**config.mk**
```make
export PLATFORM = sky130hd
export DESIGN_NAME = sign_ext_pipe
export DESIGN_NICKNAME = d
export VERILOG_FILES = /design/src/rtl/sign_ext_pipe.sv
export SDC_FILE = /design/constraint.sdc
export NUM_CORES = 1
export LEC_CHECK = 0
export ABC_AREA = 1
export CORE_ASPECT_RATIO = 1.5
export CORE_MARGIN = 2
export CORE_UTILIZATION = 35
export DETAILED_ROUTE_END_ITERATION = 10
export GPL_TIMING_DRIVEN = 1
export PLACE_DENSITY = 0.64
export SETUP_SLACK_MARGIN = 0.4
export SYNTH_ARGS = -nofsm -noshare
export SYNTH_HDL_FRONTEND = slang
export SYNTH_SLANG_ARGS = --single-unit
```
**constraint.sdc**
```tcl
create_clock -name clk -period 2.32 [get_ports clk]
set_clock_uncertainty 0.1 [all_clocks]
set_input_delay 0.464 -clock clk [delete_from_list [all_inputs] [get_ports clk]]
set_output_delay 0.464 -clock clk [all_outputs]
set_load 0.01 [all_outputs]
```
**src/rtl/sign_ext_pipe.sv**
```systemverilog
// sign_ext_pipe
//   Registered immediate/data extender with a valid/ready handshake on both
//   sides and a two-entry skid buffer. It widens an IN_W-bit field to OUT_W
//   bits and sits after decode (immediate) or after data memory (load data).
//
//   Modes: 00 ZEXT, 01 SEXT, 10 SEXT8 (sign from bit 7), 11 LUI or ZEXT.
//   Build option SIGN_EXT_PIPE_LUI_EN: when defined, mode 11 places the field
//   in the upper IN_W bits and fills the rest with zeros. When it is not
//   defined, mode 11 behaves as ZEXT and no LUI logic exists.
//
//   Ports
//     clk        rising-edge clock
//     reset      synchronous, active-low reset
//     flush      synchronous discard of both buffered entries
//     in         field to extend (IN_W bits)
//     mode       extension mode, sampled with in on an input transfer
//     in_valid   in/mode valid
//     in_ready   block can accept this cycle
//     out        extended result (OUT_W bits), 0 whenever out_valid=0
//     out_valid  out valid
//     out_ready  consumer accepts out
//
//   state | meaning
//   EMPTY | nothing buffered; out=0, ready for input
//   ONE   | main register holds the head entry; still ready for input
//   FULL  | main + skid registers both hold entries; input blocked
module sign_ext_pipe #(
  parameter int IN_W  = 16,
  parameter int OUT_W = 32
) (
  input  logic             clk,
  input  logic             reset,
  input  logic             flush,
  input  logic [IN_W-1:0]  in,
  input  logic [1:0]       mode,
  input  logic             in_valid,
  output logic             in_ready,
  output logic [OUT_W-1:0] out,
  output logic             out_valid,
  input  logic             out_ready
);

  if (IN_W < 8) begin : g_bad_in_w
    $error("sign_ext_pipe: IN_W must be at least 8");
  end
  if (OUT_W <= IN_W) begin : g_bad_out_w
    $error("sign_ext_pipe: OUT_W must be greater than IN_W");
  end
`ifdef SIGN_EXT_PIPE_LUI_EN
  if (OUT_W < 2 * IN_W) begin : g_bad_lui_w
    $error("sign_ext_pipe: LUI mode needs OUT_W >= 2*IN_W");
  end
`endif

  typedef enum logic [1:0] {
    EMPTY = 2'd0,
    ONE   = 2'd1,
    FULL  = 2'd2
  } state_t;

  state_t           state;
  logic [OUT_W-1:0] m_q;
  logic [OUT_W-1:0] s_q;
  logic [OUT_W-1:0] ext_val;
  logic             in_xfer;
  logic             out_xfer;

  function automatic logic [OUT_W-1:0] ext_f(input logic [IN_W-1:0] d,
                                              input logic [1:0]      m);
    logic [OUT_W-1:0] r;
    case (m)
      2'b01:   r = {{(OUT_W-IN_W){d[IN_W-1]}}, d};
      2'b10:   r = {{(OUT_W-8){d[7]}}, d[7:0]};
`ifdef SIGN_EXT_PIPE_LUI_EN
      2'b11:   r = {d, {(OUT_W-IN_W){1'b0}}};
`endif
      default: r = {{(OUT_W-IN_W){1'b0}}, d};
    endcase
    return r;
  endfunction

  assign ext_val = ext_f(in, mode);

  // Ready comes from registered state only; reset and flush just mask it so
  // nothing is accepted on an edge that is about to discard the buffer.
  assign in_ready  = reset & ~flush & (state != FULL);
  assign out_valid = (state != EMPTY);
  assign out       = m_q;

  assign in_xfer  = in_valid & in_ready;
  assign out_xfer = out_valid & out_ready;

  always_ff @(posedge clk) begin
    if (!reset || flush) begin
      state <= EMPTY;
      m_q   <= '0;
      s_q   <= '0;
    end else begin
      case (state)
        EMPTY: begin
          if (in_xfer) begin
            m_q   <= ext_val;
            state <= ONE;
          end
        end
        ONE: begin
          if (in_xfer && out_xfer) begin
            m_q <= ext_val;
          end else if (in_xfer) begin
            s_q   <= ext_val;
            state <= FULL;
          end else if (out_xfer) begin
            // keep out at zero while nothing is valid
            m_q   <= '0;
            state <= EMPTY;
          end
        end
        FULL: begin
          if (out_xfer) begin
            m_q   <= s_q;
            s_q   <= '0;
            state <= ONE;
          end
        end
        default: begin
          m_q   <= '0;
          s_q   <= '0;
          state <= EMPTY;
        end
      endcase
    end
  end

endmodule

```
Word level (Yosys, flattened, before mapping)

Cells that the tools add are included.

Flip-flop bits (word level): 66
Output and inout bits: 34

Eq/ne operators: 12
Muxes and demuxes: 15
Bitwise operators: 6
Reductions and logical operators: 8

Operators with widths:

| kind                                          | number |
|---|---|
| 2-to-1 mux 32 bit                             | 6 |
| one-hot mux 32 bit (3 select lines)           | 2 |
| one-hot mux 32 bit (2 select lines)           | 1 |
| AND reduction 4 bit                           | 3 |
| 2-to-1 mux 2 bit                              | 5 |
| != test 2 bit, second input constant          | 5 |
| != test 3 bit, second input constant          | 3 |
| one-hot mux 2 bit (3 select lines)            | 1 |
| AND 1 bit                                     | 4 |
| == test 2 x 1 -> 1 bit, second input constant | 2 |
| == test 2 bit, second input constant          | 2 |
| zero test 2 bit                               | 1 |
| NOT 1 bit                                     | 2 |
| nonzero test 2 bit                            | 1 |
| logical AND 1 bit                             | 1 |
| zero test 1 bit                               | 1 |
| logical OR 1 bit                              | 1 |

Logic depth before layout (Yosys ltp)

Gate-level depths: netlist of the first run.

Word-level depth: 7
Gate-level depth with buffers: 10
Depth with buffers taken out: 10

Least setup slack after synthesis of the first run

No wires, ideal clock.

Path type: in2reg
Start: input port mode[0]
End: register m_q[8], in the netlist out[8]
Library setup time: 0.070 ns
Arrival: 1.712 ns
Path slack: 0.438 ns
Cell stages on the path: 10
Path through: inv_1 -> ha_1 -> inv_1 -> nand3_1 -> buf_2 -> a21oi_1 -> nand2_1 -> nand2_1 -> nand2_1 -> a21oi_1

Cells in the longest elaborated chain, start to end: 4
Elaborated cells on any way between the ends: 6
Classes of those cells: eq/ne (2); mux (4)

Ends and longest elaborated chain:

| element                                                        | line     | RTL |
|---|---|---|
| start, declared                                                | 35       | `input logic [1:0] mode,` |
| == test 2 bit / == test 2 x 1 -> 1 bit (equally long branches) | 71       | `case (m)` |
| one-hot mux 32 bit (2 select lines) (*)                        | 71       |  |
| 2-to-1 mux 32 bit (on tied branches)                           | 107, 101 |  |
| one-hot mux 32 bit (3 select lines) (*)                        | 99       | `case (state)` |
| end signal, assigned                                           | 102      | `m_q <= ext_val;` |
| end signal, assigned                                           | 108      | `m_q <= ext_val;` |
| end signal, assigned                                           | 120      | `m_q <= s_q;` |
| end, declared                                                  | 62       | `logic [OUT_W-1:0] m_q;` |

Mark *: on every way between the ends. The rest lies on a longest branch, timed or not. The select of a mux whose other input is x is not followed.
A chain may end at the register's enable or synchronous reset.

==> flow_summary.json, run 1 <==
{
  "max_stage_delay_ns": 0.56,
  "wirelength_um": 6010,
  "routabilityCongestion": 0.856,
  "clockBufferDepth": 2,
  "outcome": "finished clean",
  "io_pins": 57,
  "via_per_inst": 5.07,
  "arrival_ns": 1.28,
  "async_reset_ff_share_pct": 0,
  "syn_area_um2": 2140,
  "met2_usage_pct": 31.7,
  "fin_nets": 412,
  "hold_violations": 0,
  "cts_sinks": 36,
  "cts_hold_buf": 0,
  "drv_slew": 0,
  "cts_made_buffers": 5,
  "post_drt_wl_per_cell_um": 13.1,
  "drc": 0,
  "ys_warn_count": 0,
  "path_cells": "clkdlybuf4s50_1",
  "fmax_mhz": 544,
  "antennaDiodeCount": 0,
  "r2r_slack_ns": 0.69,
  "p_total_w": 0.00136,
  "die_w_um": 67.8,
  "min_path_cells": 2,
  "dieHeight_um": 99.7,
  "cp_slowest_cell": "clkdlybuf4s50_1",
  "dr.first_iter.drc_count": 107,
  "min_period_over_period_pct": 79.3,
  "ys.flop_type": "dfxtp_1",
  "critPathTopFamily": "buffers and inverters",
  "yosysTopAreaCellShare_pct": 33.7,
  "p_leak_nw": 1.16,
  "use_met1_pct": 22.6,
  "pre_cts_ws_ns": -0.196,
  "cp-end-kind": "output port",
  "use_met3_pct": 3.17,
  "yosys-top-cells-area": "dfxtp_1 34%, nand2_1 17%, a21oi_1 12%",
  "placementRows": 34,
  "maxCapViolations": 0,
  "finalSetupViolCount": 0,
  "hold_start": "s_q[30]",
  "finalWorstSetupSlack_ns": 0.481,
  "path_clk_slew_ns": 0.07,
  "start_kind": "register",
  "start_util_pct": 36.4,
  "synth_top_cells_by_count": "94 x nand2_1, 51 x a21oi_1, 36 x dfxtp_1, 36 x nand3_1, 33 x inv_1",
  "multiInputGateArea_um2": 1240,
  "synth_seq_cells": 36,
  "dp_hpwl_um": 4010,
  "overflow": 0,
  "antenna_found_initial": 0,
  "syn_inst": 334,
  "ir_drop_uv": 252,
  "htreeDepth": 2,
  "clk_latency_ns": 0.29,
  "io_buffers": 56,
  "seqCellArea_um2": 727,
  "synth_edf_count": 0,
  "die_area_um2": 6760,
  "vias": 2325,
  "cts_tree": "done",
  "area_delta_synth_final_pct": 42.9,
  "postSynthNetCount": 359,
  "postSynthAreaPerCell_um2": 6.39,
  "reg2reg_depth": 10,
  "cp_num_cells": 1,
  "dr.pass1.iters": 4,
  "nFillCells": 586,
  "tightestPinTransition_ns": 0.470,
  "grt_max_degree": 37,
  "r2r-start": "state[1]",
  "final_antenna_net_count": 0,
  "seq_area_frac_synth_pct": 33.7,
  "slew-limit-headroom_pct": 68.6,
  "hold_class": "register to register",
  "cts-root-buf": "clkbuf_8",
  "p_per_area_nw_per_um2": 445,
  "grt_busiest_layer": "met2",
  "yosys.cell_types.count": 22,
  "r2r-end": "out[30]",
  "yosysMostFrequentCell": "nand2_1",
  "cp_num_buf_inv": 1,
  "cp_max_fo": 17,
  "holdPathEnd": "s_q[30]",
  "first_global_vias": 2188,
  "min_period_ns": 1.84,
  "required_ns": 1.76,
  "yosysTopAreaCell": "dfxtp_1",
  "core_area_um2": 5870,
  "grt_pass1_wl_um": 9890,
  "drive_gt1_share_pct": 17.1,
  "rsz0062_at_grt": "false",
  "critPathKind": "register to output port",
  "track_usage_pct": 18.9
}
-- worst reg2reg max path, stage by stage, from the launching register on --
cell and delay (ns):
dfxtp_2 0.39, nor2_1 0.08, inv_2 0.11, buf_4 0.16
nand2_1 0.09, nor2_4 0.14, buf_12 0.16, nand2_1 0.06
nand2_1 0.06, nand2_1 0.07, a21oi_1 0.13
-- worst max-delay path by stage --
stage	slack, ns	from	end
after floorplan	0.44	mode[0]	out[8]
after global placement	-0.20	reset	in_ready
after detailed placement	-0.20	reset	in_ready
after CTS	0.33	reset	in_ready
after global routing	0.41	out[30]	out[23]
final	0.48	out[30]	out[20]
-- where the power goes --
part	total [W]	internal [W]	switching, W
Sequential	0.000625	0.000622	0.00000315
Combinational	0.000245	0.000110	0.000135
Clock	0.000488	0.000264	0.000224
Total	0.00136	0.000997	0.000362
-- registers in the layout, indices dropped and copies added, names as in the netlist --
name and count:
s_q 17, state 2, out 17
-- area by class of cell --
| cell class | count | share of cell area [%] |
|---|---|---|
| Tap cell | 72 | 2.95 |
| Clock buffer | 7 | 3.16 |
| Timing Repair Buffer | 75 | 25.0 |
| Multi-Input combinational cell | 233 | 40.5 |
| Inverter | 36 | 4.55 |
| Sequential cell | 36 | 23.8 |
-- routing by layer --
metal  wire length (um)  vias up
li1                   -     1164
met1               2390     1065
met2               3180       81
met3                311       15
met4                133        0
met5                  0        -
-- cell usage in the layout, fill, tap and decap left out --
cell / netlist / final
ha_4: 0 / 2
clkdlybuf4s50_1: 0 / 50
dfxtp_4: 0 / 1
nand3_1: 36 / 35
o21ai_1: 0 / 3
nor2_1: 20 / 18
nand2_8: 0 / 1
nand2_4: 2 / 2
o21ai_0: 18 / 10
nand2_2: 3 / 3
dfxtp_2: 0 / 2
clkbuf_8: 0 / 7
inv_1: 33 / 29
dlygate4sd2_1: 0 / 1
a21oi_1: 51 / 42
o211ai_1: 2 / 2
buf_16: 0 / 1
a21oi_4: 0 / 1
o21ai_4: 1 / 3
buf_6: 1 / 2
nor2_4: 1 / 3
o21ai_2: 1 / 4
inv_2: 2 / 6
nor3_1: 1 / 1
dlymetal6s2s_1: 0 / 4
dfxtp_1: 36 / 33
nand2_1: 94 / 93
nand3_4: 1 / 2
clkinvlp_4: 0 / 1
buf_4: 17 / 15
buf_12: 0 / 2
a21oi_2: 0 / 8
-- kinds of logic (layout without fill, tap and decap cells) --
| group | count (synthesis) | in the layout | share of synthesized area (%) |
|---|---|---|---|
| AO/OA/AOI/OAI | 73 | 73 | 18.0 |
| flip-flops | 36 | 36 | 33.7 |
| adder cells (fa/ha/maj) | 2 | 2 | 1.17 |
| AND/OR/NAND/NOR | 158 | 158 | 32.0 |
| buffers and inverters | 65 | 118 | 15.1 |
-- per-stage QoR --
stage | hold WS [ns] | area [um2] | TNS (ns) | util [%] | instances
after floorplan | 0.340 | 2140 | 0 | - | 334
after global placement | 0.349 | 2750 | -0.204 | 46.9 | 450
after detailed placement | 0.353 | 2750 | -0.216 | 46.9 | 450
after CTS | 0.364 | 2950 | 0 | 50.2 | 458
after global routing | 0.377 | 3050 | 0 | 52.0 | 459
final | 0.361 | 3050 | 0 | 52.0 | 459
-- what timing repair did --
item                       CTS  global route
pin swaps                    3             2
setup buffers                0             1
cloned                       1             0
resized for setup           36            23
setup endpoints to repair   45            34
No activity file was read; power rests on OpenSTA's default activity.
==> inputs of run 2 (changes only) <==
==> constraint.sdc (replaced) <==
create_clock -name clk -period 1.7 [get_ports clk]
set_clock_uncertainty 0.1 [all_clocks]
set_input_delay 0.34 -clock clk [delete_from_list [all_inputs] [get_ports clk]]
set_output_delay 0.34 -clock clk [all_outputs]
set_load 0.01 [all_outputs]
==> run 2 against run 1 <==
Sequential cell count did not move. Register-to-register slack got worse by 0.51 ns. Design area rose by 21%. Largest power group unchanged.
==> flow_summary.json, run 2 (synthesis gave the netlist of run 1 again) <==
{
  "cp_num_buf_inv": 3,
  "drive_gt1_share_pct": 44.1,
  "via_per_inst": 5.08,
  "cts-root-buf": "clkbuf_8",
  "post_drt_wl_per_cell_um": 14.4,
  "ir_drop_uv": 605,
  "finalSetupViolCount": 0,
  "io_pins": 57,
  "path_cells": "buf_6, inv_2, o21ai_2, nand2_4, buf_8, nand3_1, a21oi_1",
  "hold_violations": 0,
  "cts_tree": "done",
  "arrival_ns": 1.64,
  "min_period_ns": 1.52,
  "final_cells": 496,
  "path_clk_slew_ns": 0.08,
  "tightestPinTransition_ns": 0.442,
  "wirelength_um": 7120,
  "cp_slowest_cell": "dfxtp_4",
  "min_period_over_period_pct": 89.5,
  "area_delta_synth_final_pct": 72.6,
  "worst_hold_slack_ns": 0.363,
  "die_w_um": 67.8,
  "dpl.cell_count": 455,
  "maxCapViolations": 0,
  "drc": 0,
  "antennaDiodeCount": 0,
  "first_global_vias": 2422,
  "htreeDepth": 2,
  "critPathKind": "register to register",
  "switching_power_w": 0.000551,
  "fin_tns_setup_ns": 0,
  "cp-end-kind": "register",
  "start_kind": "register",
  "fmax_mhz": 657,
  "p_per_area_nw_per_um2": 555,
  "drv_slew": 0,
  "cts_sinks": 36,
  "core_area_um2": 5870,
  "cts_made_buffers": 5,
  "antenna_found_initial": 0,
  "required_ns": 1.82,
  "r2r_slack_ns": 0.18,
  "grt_pass1_wl_um": 11100,
  "placementRows": 34,
  "slew-limit-headroom_pct": 70.5,
  "start_util_pct": 36.4,
  "clk_latency_ns": 0.29,
  "fin_nets": 448,
  "p_leak_nw": 1.47,
  "dp_hpwl_um": 3990,
  "track_usage_pct": 21.2,
  "vias": 2518,
  "io_buffers": 56,
  "overflow": 0,
  "hold_class": "register to register",
  "cts_hold_buf": 0,
  "critPathTopFamily": "buffers and inverters",
  "clockPowerShare_pct": 37.8,
  "pwr-share-seq_pct": 41.6,
  "dieHeight_um": 99.7,
  "dr.first_iter.drc_count": 127,
  "rsz0062_at_grt": "true",
  "max_stage_delay_ns": 0.35,
  "final_common_cell": "nand2_1",
  "dr.pass1.iters": 4,
  "grt_max_degree": 37,
  "clockBufferDepth": 2,
  "outcome": "finished clean",
  "p_int_w": 0.00150,
  "final_antenna_net_count": 0,
  "die_area_um2": 6760,
  "sw_frac_of_total_pct": 26.9,
  "combPwrFrac_pct": 20.7,
  "routabilityCongestion": 0.853,
  "cp_max_fo": 15,
  "layout_common_cells": "82 x nand2_1, 36 x a21oi_1, 29 x buf_6, 27 x inv_1, 27 x buf_4"
}
[run 2: cell types whose count changed in the layout (fill, tap and decap cells not counted), moves of 8 or more]
cell	previous run	this run
nand2_2	3	11
nand3_1	35	23
buf_4	15	27
nand2_1	93	82
nand3_2	0	13
buf_2	0	11
dfxtp_1	33	24
buf_6	2	29
clkdlybuf4s50_1	50	15
[run 2: repair_timing]
action / CTS / global route
gates resized for setup: 196 / 75
buffers inserted: 16 / 10
pin swaps: 15 / 10
endpoints found under the setup margin: 70 / 68
gates cloned: 4 / 3
[run 2: cell type report]
type | count | area, um2
inverters | 36 | 163
fillers | 512 | 2180
well taps | 72 | 90.1
multi-input cells | 237 | 1490
flip-flops and latches | 36 | 743
repair buffers | 107 | 1080
clock buffers | 8 | 121
[run 2: worst min-delay path, cell delays in order (launching register included)]
cell and delay (ns):
dfxtp_1 0.31, nand2_1 0.06, a21oi_1 0.05
[run 2: worst paths after layout]
kind | cells past startpoint | endpoint | start
setup / recovery | 7 | out[30] | state[1]
hold / removal | 2 | s_q[10] | s_q[10]
setup reg to reg | 7 | out[30] | state[1]
hold reg to reg | 2 | s_q[10] | s_q[10]
[run 2: power groups by stage]
stage	clock, W	sequential (W)	combinational (W)
finish	0.000773	0.000851	0.000424
floorplan	0	0.000875	0.000168
global route	0.000818	0.000852	0.000458
CTS	0.000784	0.000850	0.000355
global placement	0	0.000872	0.000307
detailed placement	0	0.000872	0.000310
[run 2: stage by stage]
stage	setup slack, ns	util [%]	power (W)	area [um2]
finish	0.179	62.8	0.00205	3690
CTS	0.187	57.4	0.00199	3370
global route	0.0898	62.8	0.00213	3690
floorplan	0.216	-	0.00104	2250
global placement	-0.452	49.4	0.00118	2900
detailed placement	-0.478	49.4	0.00118	2900
[run 2: metal layers]
metal | track usage [%] | share of wire (%)
met1 | 24.0 | 38
met4 | 9.23 | 3.0
met2 | 37.7 | 53
met5 | 0 | 0
met3 | 3.51 | 6.0
==> inputs of run 3 (changes only) <==
--- a/config.mk
+++ b/config.mk
@@ -9,6 +9,7 @@
 export CORE_ASPECT_RATIO = 1.5
 export CORE_MARGIN = 2
 export CORE_UTILIZATION = 35
+export CTS_BUF_LIST = sky130_fd_sc_hd__clkbuf_8
 export DETAILED_ROUTE_END_ITERATION = 10
 export GPL_TIMING_DRIVEN = 1
 export PLACE_DENSITY = 0.64
==> run 3 against run 2 <==
Worst hold slack barely moved. Cell count rose by 0.20%. Global-route usage did not move. Sequential power barely moved. Wire length rose by 1.1%. First-iteration DRC count rose by 3.1%. Non-clock buffer count rose by 1. Setup slack improved by 0.0035 ns. Die area did not move. Largest cell class unchanged. Power rose by 3.2%.
==> flow_summary.json, run 3 (synthesis gave the netlist of run 1 again) <==
{
  "outcome": "finished clean",
  "p_per_area_nw_per_um2": 571,
  "ir_drop_uv": 417,
  "hold_class": "register to register",
  "rsz0062_at_grt": "true",
  "area_delta_synth_final_pct": 73.3,
  "via_per_inst": 5.13,
  "final_core_util_pct": 63.1,
  "dieHeight_um": 99.7,
  "slew-limit-headroom_pct": 70.4,
  "io_buffers": 56,
  "first_global_vias": 2423,
  "cts_made_buffers": 5,
  "final_antenna_net_count": 0,
  "required_ns": 1.76,
  "cts_tree": "done",
  "grt_pass1_wl_um": 11100,
  "finalSetupViolCount": 0,
  "dp_hpwl_um": 3990,
  "critPathKind": "register to register",
  "cts_sinks": 36,
  "cts-root-buf": "clkbuf_8",
  "fin_nets": 449,
  "drive_gt1_share_pct": 44.5,
  "track_usage_pct": 21.2,
  "antenna_found_initial": 0,
  "maxCapViolations": 0,
  "drc": 0,
  "fin_tns_setup_ns": 0,
  "tightestPinTransition_ns": 0.444,
  "drv_slew": 0,
  "min_period_over_period_pct": 89.3,
  "antennaDiodeCount": 0,
  "cp-end-kind": "register",
  "path_clk_slew_ns": 0.08,
  "clk_latency_ns": 0.29,
  "dr.first_iter.drc_count": 131,
  "dr.pass1.iters": 4,
  "layout_common_cells": "82 x nand2_1, 36 x a21oi_1, 30 x buf_6, 27 x inv_1, 27 x buf_4",
  "htreeDepth": 2,
  "cp_slowest_cell": "dfxtp_4",
  "placementRows": 34,
  "start_util_pct": 36.4,
  "cp_max_fo": 8,
  "hold_violations": 0,
  "clockBufferDepth": 2,
  "core_area_um2": 5870,
  "die_w_um": 67.8,
  "post_drt_wl_per_cell_um": 14.5,
  "die_area_um2": 6760,
  "arrival_ns": 1.58,
  "grt_max_degree": 37,
  "min_period_ns": 1.52,
  "max_stage_delay_ns": 0.35,
  "routabilityCongestion": 0.853,
  "vias": 2549,
  "overflow": 0,
  "start_kind": "register",
  "p_leak_nw": 1.48,
  "final_common_cell": "nand2_1",
  "cp_num_buf_inv": 4,
  "critPathTopFamily": "buffers and inverters",
  "path_cells": "buf_6, nand2_8, nand3_4, buf_6, inv_6, nand2_8, clkbuf_16, nand3_1, a21oi_1",
  "io_pins": 57,
  "fmax_mhz": 659,
  "wirelength_um": 7200
}
==> run 3: cell count changes in the layout (fill, tap and decap cells not counted), sizes merged <==
cell    change
bufinv      +1
buf         +2
clkbuf      -2
==> run 3: path summary, 6_finish.rpt <==
check / start / slack, ns / depth (start not counted) / endpoint
setup / recovery: state[1] / 0.18 / 9 / out[10]
hold / removal: s_q[10] / 0.36 / 2 / s_q[10]
setup reg to reg: state[1] / 0.18 / 9 / out[10]
hold reg to reg: s_q[10] / 0.36 / 2 / s_q[10]
==> run 3: stage by stage <==
step	std cells	hold WS [ns]	instance area [um2]	worst slack [ns]	power, W
5_1_grt	497	0.385	3700	0.0913	0.00219
6_report	497	0.363	3700	0.182	0.00211
2_1_floorplan	334	0.339	2250	0.216	0.00104
3_3_place_gp	455	0.347	2900	-0.452	0.00118
4_1_cts	483	0.364	3380	0.189	0.00205
3_5_place_dp	455	0.352	2900	-0.478	0.00118
==> run 3: report_power, final <==
| part | total (W) | switching, W | internal (W) |
|---|---|---|---|
| registers | 0.000851 | 0.00000506 | 0.000846 |
| clock network | 0.000838 | 0.000320 | 0.000518 |
| logic | 0.000425 | 0.000232 | 0.000193 |
==> run 3: repair_timing <==
item                                   CTS  global route
setup buffers                           16            11
endpoints found under the hold margin    0             0
hold buffers                             0             0
setup endpoints to repair               70            68
resized for setup                      197            77
pin swaps                               15             8
cloned                                   4             3
==> run 3: layout make-up <==
class | count | area [um2]
Inverter | 36 | 163
Clock inverter | 1 | 30.0
Sequential cell | 36 | 744
Tap cell | 72 | 90.1
Clock buffer | 7 | 96.3
Multi-Input combinational cell | 237 | 1490
Timing Repair Buffer | 108 | 1090
Fill cell | 510 | 2170
==> run 3: routing by layer <==
layer / up-vias / share of wire (%) / track usage (%)
li1: 1256 / - / -
met1: 1182 / 39 / 24.4
met2: 98 / 53 / 37.6
met3: 13 / 6.0 / 3.39
met4: 0 / 1.8 / 8.62
met5: - / 0 / 0
==> run 3: worst min-delay path, stage by stage, from the launching register on <==
cell and delay (ns):
dfxtp_1 0.31, nand2_1 0.06, a21oi_1 0.05
